File: src/rtl/hint_evaluator_pkg.sv
// Shared widths, sizes and FSM state encoding for the Mastermind hint evaluator.
package hint_evaluator_pkg;

  localparam int PIN_COLOR_W    = 5;
  localparam int PIN_POS_W      = 5;
  localparam int max_pins_count = 20;

  typedef enum logic [1:0] {
    HE_IDLE,
    HE_GREEN,
    HE_YELLOW,
    HE_FIN
  } HINT_EVAL_STATE;

endpackage

File: src/rtl/pin_select.sv
// Indexed colour mux: returns the colour of one pin from a packed pin vector.
// Indices outside the vector return colour 0.
module pin_select
  import hint_evaluator_pkg::*;
#(
  parameter int MAX_PINS = max_pins_count,
  parameter int COLOR_W  = PIN_COLOR_W,
  parameter int POS_W    = PIN_POS_W
) (
  input  logic [MAX_PINS*COLOR_W-1:0] pins,
  input  logic [POS_W-1:0]            idx,
  output logic [COLOR_W-1:0]          color
);

  // Plain one-hot style mux over every pin slot.
  always_comb begin
    color = '0;
    for (int k = 0; k < MAX_PINS; k++) begin
      if (idx == POS_W'(k)) begin
        color = pins[k*COLOR_W +: COLOR_W];
      end
    end
  end

endmodule

File: src/rtl/hint_evaluator.sv
// Sequential Mastermind scorer: one pin comparison per cycle through a single
// shared colour comparator, producing green and yellow hint counts.
module hint_evaluator
  import hint_evaluator_pkg::*;
#(
  parameter int MAX_PINS = max_pins_count,
  parameter int COLOR_W  = PIN_COLOR_W,
  parameter int POS_W    = PIN_POS_W
) (
  input  logic                        clk,
  input  logic                        reset,
  input  logic                        start,
  input  logic [POS_W-1:0]            pins_count,
  input  logic [MAX_PINS*COLOR_W-1:0] guess,
  input  logic [MAX_PINS*COLOR_W-1:0] secret,
  output logic                        busy,
  output logic                        done,
  output logic [POS_W-1:0]            green,
  output logic [POS_W-1:0]            yellow,
  output logic [MAX_PINS-1:0]         analyzed_guess,
  output logic [MAX_PINS-1:0]         analyzed_secret
);

  HINT_EVAL_STATE state, state_d;

  logic [MAX_PINS*COLOR_W-1:0] guess_q, secret_q;
  logic [POS_W-1:0]            n_q, i_q, j_q;
  logic [POS_W-1:0]            i_d, j_d, green_d, yellow_d;
  logic [MAX_PINS-1:0]         ag_d, as_d;
  logic [POS_W-1:0]            n_clamped, n_last, s_idx;
  logic [COLOR_W-1:0]          g_pin, s_pin;
  logic                        colors_match;
  logic                        advance_i;

  assign n_clamped    = (pins_count > POS_W'(MAX_PINS)) ? POS_W'(MAX_PINS) : pins_count;
  assign n_last       = n_q - POS_W'(1);
  assign s_idx        = (state == HE_GREEN) ? i_q : j_q;
  assign colors_match = (g_pin == s_pin);

  pin_select #(
    .MAX_PINS (MAX_PINS),
    .COLOR_W  (COLOR_W),
    .POS_W    (POS_W)
  ) u_guess_sel (
    .pins  (guess_q),
    .idx   (i_q),
    .color (g_pin)
  );

  pin_select #(
    .MAX_PINS (MAX_PINS),
    .COLOR_W  (COLOR_W),
    .POS_W    (POS_W)
  ) u_secret_sel (
    .pins  (secret_q),
    .idx   (s_idx),
    .color (s_pin)
  );

  // Next-state and datapath updates: greens first, then a j-scan per guess pin for yellows.
  always_comb begin
    state_d   = state;
    i_d       = i_q;
    j_d       = j_q;
    green_d   = green;
    yellow_d  = yellow;
    ag_d      = analyzed_guess;
    as_d      = analyzed_secret;
    advance_i = 1'b0;

    case (state)
      HE_IDLE: begin
        if (start) begin
          green_d  = '0;
          yellow_d = '0;
          ag_d     = '0;
          as_d     = '0;
          i_d      = '0;
          j_d      = '0;
          state_d  = (n_clamped == '0) ? HE_FIN : HE_GREEN;
        end
      end

      HE_GREEN: begin
        if (colors_match) begin
          green_d     = green + POS_W'(1);
          ag_d[i_q]   = 1'b1;
          as_d[i_q]   = 1'b1;
        end
        if (i_q == n_last) begin
          i_d     = '0;
          j_d     = '0;
          state_d = HE_YELLOW;
        end else begin
          i_d = i_q + POS_W'(1);
        end
      end

      HE_YELLOW: begin
        if (analyzed_guess[i_q]) begin
          advance_i = 1'b1;
        end else if (!analyzed_secret[j_q] && colors_match) begin
          yellow_d  = yellow + POS_W'(1);
          as_d[j_q] = 1'b1;
          ag_d[i_q] = 1'b1;
          advance_i = 1'b1;
        end else if (j_q == n_last) begin
          advance_i = 1'b1;
        end else begin
          j_d = j_q + POS_W'(1);
        end

        if (advance_i) begin
          j_d = '0;
          if (i_q == n_last) begin
            state_d = HE_FIN;
          end else begin
            i_d = i_q + POS_W'(1);
          end
        end
      end

      HE_FIN: begin
        state_d = HE_IDLE;
      end

      default: begin
        state_d = HE_IDLE;
      end
    endcase
  end

  // State, latched operands, counters and the registered busy/done flags.
  always_ff @(posedge clk) begin
    if (reset) begin
      state           <= HE_IDLE;
      guess_q         <= '0;
      secret_q        <= '0;
      n_q             <= '0;
      i_q             <= '0;
      j_q             <= '0;
      green           <= '0;
      yellow          <= '0;
      analyzed_guess  <= '0;
      analyzed_secret <= '0;
      busy            <= 1'b0;
      done            <= 1'b0;
    end else begin
      state           <= state_d;
      i_q             <= i_d;
      j_q             <= j_d;
      green           <= green_d;
      yellow          <= yellow_d;
      analyzed_guess  <= ag_d;
      analyzed_secret <= as_d;
      busy            <= (state == HE_GREEN) || (state == HE_YELLOW);
      done            <= (state == HE_FIN);
      if ((state == HE_IDLE) && start) begin
        guess_q  <= guess;
        secret_q <= secret;
        n_q      <= n_clamped;
      end
    end
  end

endmodule
File: config.mk
export PLATFORM = sky130hd
export DESIGN_NAME = hint_evaluator
export DESIGN_NICKNAME = d
export VERILOG_FILES = /design/src/rtl/hint_evaluator_pkg.sv /design/src/rtl/pin_select.sv /design/src/rtl/hint_evaluator.sv
export SDC_FILE = /design/constraint.sdc
export NUM_CORES = 1
export LEC_CHECK = 0
export CORE_ASPECT_RATIO = 0.9
export CORE_MARGIN = 2
export CORE_UTILIZATION = 50
export DETAILED_ROUTE_END_ITERATION = 10
export HOLD_SLACK_MARGIN = 0.02
export PLACE_DENSITY = 0.79
export SETUP_SLACK_MARGIN = 0.2
export SLEW_MARGIN = 20
export SYNTH_ARGS = -nofsm -noshare
export SYNTH_HDL_FRONTEND = slang
export SYNTH_HIERARCHICAL = 1
export SYNTH_SLANG_ARGS = --single-unit
File: constraint.sdc
create_clock -name clk -period 7 [get_ports clk]
set_input_delay 1.05 -clock clk [delete_from_list [all_inputs] [get_ports clk]]
set_output_delay 1.05 -clock clk [all_outputs]
set_load 0.1 [all_outputs]
==> results.tsv <==
stage	metric	value	unit
clock_tree	CTS Hold Bufs	0	
yosys	Cell Area, Synth	13250	µm²
flow_run	total of max-cap violations	0	
hold_path	hold depth	2	
yosys	#FFs+latches synth	269	
detailed_routing	1st-iter DRT viols	1241	
global_routing	largest net degree at the start of global routing	129	
yosys	Synth cell types	71	
final_layout	ant diodes	0	
die	die area	27830	µm²
yosys	top cell type's share of synthesized area	0.4063	
setup_path	largest stage delay on the critical path	0.78	ns
clock_tree	worst skew pair latency	0.54	ns
place	Port Buf Inserts	259	
setup_path	Top delay family on crit path	compound AO/OA/AOI/OAI gates	
die	CORE AREA	26070	µm²
final_layout	Core Util, Final	0.6381	
yosys	Syn Inst Count	1703	
clock_tree	clock root buffer	clkbuf_16	
clock_tree	clk buf depth	3	
place	Placer Congestion	0.9535	
detailed_routing	drt pass-1 iters	7	
setup_path	CP max FO	40	
die	Ports	260	
power	Switching Share	0.3811	
global_routing	vias in the first global route	12160	
sta	Fin Clk Skew	0.01669	ns
power	Leakage	0.005888	µW
setup_path	Crit Path Class	reg -> reg	
power	Clk network pwr share	0.270	
sta	top achievable clock speed	169.8	MHz
final_layout	synthesis-to-finish area growth	25.48	%
final_layout	area of the multi-input gates	7202	µm²
global_routing	grt total ovfl	0	
setup_path	critical path capture point type	flop	
power	Reg power frac	0.383	
clock_tree	Post CTS Setup Buffer Count	0	
detailed_routing	drt drc	0	
setup_path	R2R setup slack	1.11	ns
yosys	Post-synth ARST share	0	
power	largest vdd supply drop	0.1742	mV
sta	Slew @ Worst Pin	1.034	ns
setup_path	reg2reg end	analyzed_secret[6]	
yosys	area leader, netlist	dfxtp_1	
sta	Hold Vio Cnt, Final	0	
detailed_routing	post-route ant nets	0	
final_layout	area occupied by registers	5388	µm²
die	initial cell density of the core	0.5085	
sta	final setup violation count	0	
hold_path	Hold WC Path Type	reg -> reg	
sta	hold slack	0.4540	ns
sta	Period minus WS final	5.888	ns
yosys	Mean Syn Cell Area	7.783	µm²
sta	setup_tns	0	ns
final_layout	commonest non-fill, non-tap cells in the layout	473 x nand2_1, 267 x dfxtp_1, 261 x a21oi_1	
yosys	Synth warnings	6	
setup_path	r2r worst-path depth	16	
clock_tree	H-Tree Depth	1	
setup_path	Critical path buffers and inverters	1	
yosys	sequential area share after synthesis	0.4063	
die	Die H	158.5	µm
clock_tree	post-CTS sizing	0	
final_layout	filler instances	2248	
run_status	outcome	completed	
sta	RSZ-0062 raised after global routing	no	
sta	Slew Limit Fails	0	
die	Rows	56	
setup_path	CP Data Arrival Time	6.28	ns
yosys	Synth area leaders	dfxtp_1 41%, nand2_1 13%, a21oi_1 9.9%	
setup_path	CP required	7.39	ns
detailed_routing	wire per inst	18.29	µm
hold_path	Hold EP	guess_q[56]	
detailed_routing	Vias	12910	
clock_tree	clock sink count	269	
power	P_int	3111	µW
power	Combinational Power Share	0.347	
yosys	syn_nets	1926	
setup_path	reg2reg start	state[1]	
global_routing	first-pass GRT wire length	63430	µm
clock_tree	Worst-path clk slew	0.06	ns
setup_path	crit start category	flop	
setup_path	Worst path slowest cell	a31o_2	
die	die width	175.6	µm
hold_path	min-delay src	guess_q[56]	
sta	Max transition margin	0.3055	
power	power per cell area	302.2	nW/µm²
final_layout	commonest non-fill, non-tap cell in the layout	nand2_1	
global_routing	initial antenna violation count	0	
place	dpl hpwl	29330	µm
yosys	prevailing post-synth register cell	dfxtp_1	
yosys	EDFF count, synth	0	
global_routing	GR Util All Layers	0.2813	
power	Psw	1916	µW
setup_path	CP Cell Sequence	inv_1 -> ha_1 -> mux2_2 -> and2b_1 -> nand2b_2 -> o32ai_2 -> nor3_1 -> a2111oi_2 -> o22ai_1 -> xnor2_1 -> nand3_1 -> nor4b_4 -> o2111ai_4 -> o21ai_4 -> a31o_2 -> nor2_1	
sta	period utilisation layout	0.8412	
detailed_routing	Vias per Instance	5.759	
clock_tree	CTS tree	built	
final_layout	Total Nets Final	2098	
final_layout	share of cells above drive strength 1	0.06128	
detailed_routing	final wirelength	41000	µm
clock_tree	total CTS buffers	27	
-- registers in the layout, summed over array words and instances, names as in the netlist --
name / count
analyzed_guess: 20
analyzed_secret: 20
n_q: 5
secret_q: 100
yellow: 5
state: 2
done: 1
busy: 1
guess_q: 100
j_q: 5
i_q: 5
green: 5
-- metrics by stage --
step	worst slack, ns	total power [µW]	area [µm²]	cells
after global routing	0.7462	5293	16630	2241
after CTS	1.140	5026	16630	2241
final	1.112	5027	16630	2241
after floorplan	2.814	3203	13250	1703
after detailed placement	1.160	3673	15820	2194
after global placement	1.346	3641	15820	2194
-- power by group through the flow --
stage / registers [µW] / clock network (µW) / logic (µW)
6_report: 1930 / 1360 / 1740
5_1_grt: 1950 / 1430 / 1920
4_1_cts: 1920 / 1370 / 1730
3_5_place_dp: 1950 / 0 / 1720
3_3_place_gp: 1950 / 0 / 1690
2_1_floorplan: 1960 / 0 / 1240
-- layer usage --
layer	GRT usage	vias to the layer above	wire length, µm	share of wire
li1	-	6264	-	-
met1	0.3776	6029	17740	0.43
met2	0.4616	524	18980	0.46
met3	0.04919	88	2965	0.072
met4	0.09366	0	1319	0.032
met5	0	-	0	0
-- Yosys cell counts, types with 15 or more instances --
master,count
a221oi_1,29
clkbuf_1,90
nand2_1,474
dfxtp_1,269
nand2b_1,17
a21oi_1,261
inv_1,28
mux2i_1,20
o21ai_0,56
nor2b_1,17
buf_2,16
nor2_1,95
mux2_2,18
nand3_1,24
a41oi_1,20
nor3_1,22
ha_1,15
-- worst reg2reg max path, cell delays in order, from the launching register on --
cell	delay [ns]
dfxtp_1	0.33
inv_1	0.10
ha_1	0.54
mux2_2	0.59
and2b_1	0.50
nand2b_2	0.15
o32ai_2	0.33
nor3_1	0.10
a2111oi_2	0.44
o22ai_1	0.14
xnor2_1	0.18
nand3_1	0.16
nor4b_4	0.38
o2111ai_4	0.26
o21ai_4	0.60
a31o_2	0.78
nor2_1	0.15
-- cell type report --
cell class,instances,share of cell area
Clock inverter,9,0.004364
Timing Repair Buffer,272,0.1618
Inverter,28,0.006320
Tap cell,348,0.02618
Clock buffer,38,0.04431
Sequential cell,269,0.3240
Multi-Input combinational cell,1277,0.4330
-- cells by family after synthesis --
| kind of cell | Yosys count | share of synthesized area |
|---|---|---|
| AND/OR/NAND/NOR | 722 | 0.2400 |
| AO/OA/AOI/OAI | 467 | 0.2167 |
| flip-flops | 269 | 0.4063 |
| buffers and inverters | 157 | 0.05277 |
| multiplexers | 52 | 0.05419 |
| XOR/XNOR | 21 | 0.01595 |
| adder cells (fa/ha/maj) | 15 | 0.01416 |
-- worst max-delay path by stage --
stage,cells after the start,startpoint,slack [ns],end
final,16,state[1],1.11,analyzed_secret[6]
after global placement,16,state[1],1.35,analyzed_secret[12]
after detailed placement,16,state[1],1.16,analyzed_secret[6]
after floorplan,19,state[1],2.81,analyzed_secret[10]
after CTS,16,state[1],1.14,analyzed_secret[6]
after global routing,16,state[1],0.75,analyzed_secret[6]
Power figures use the tool's default switching activity.
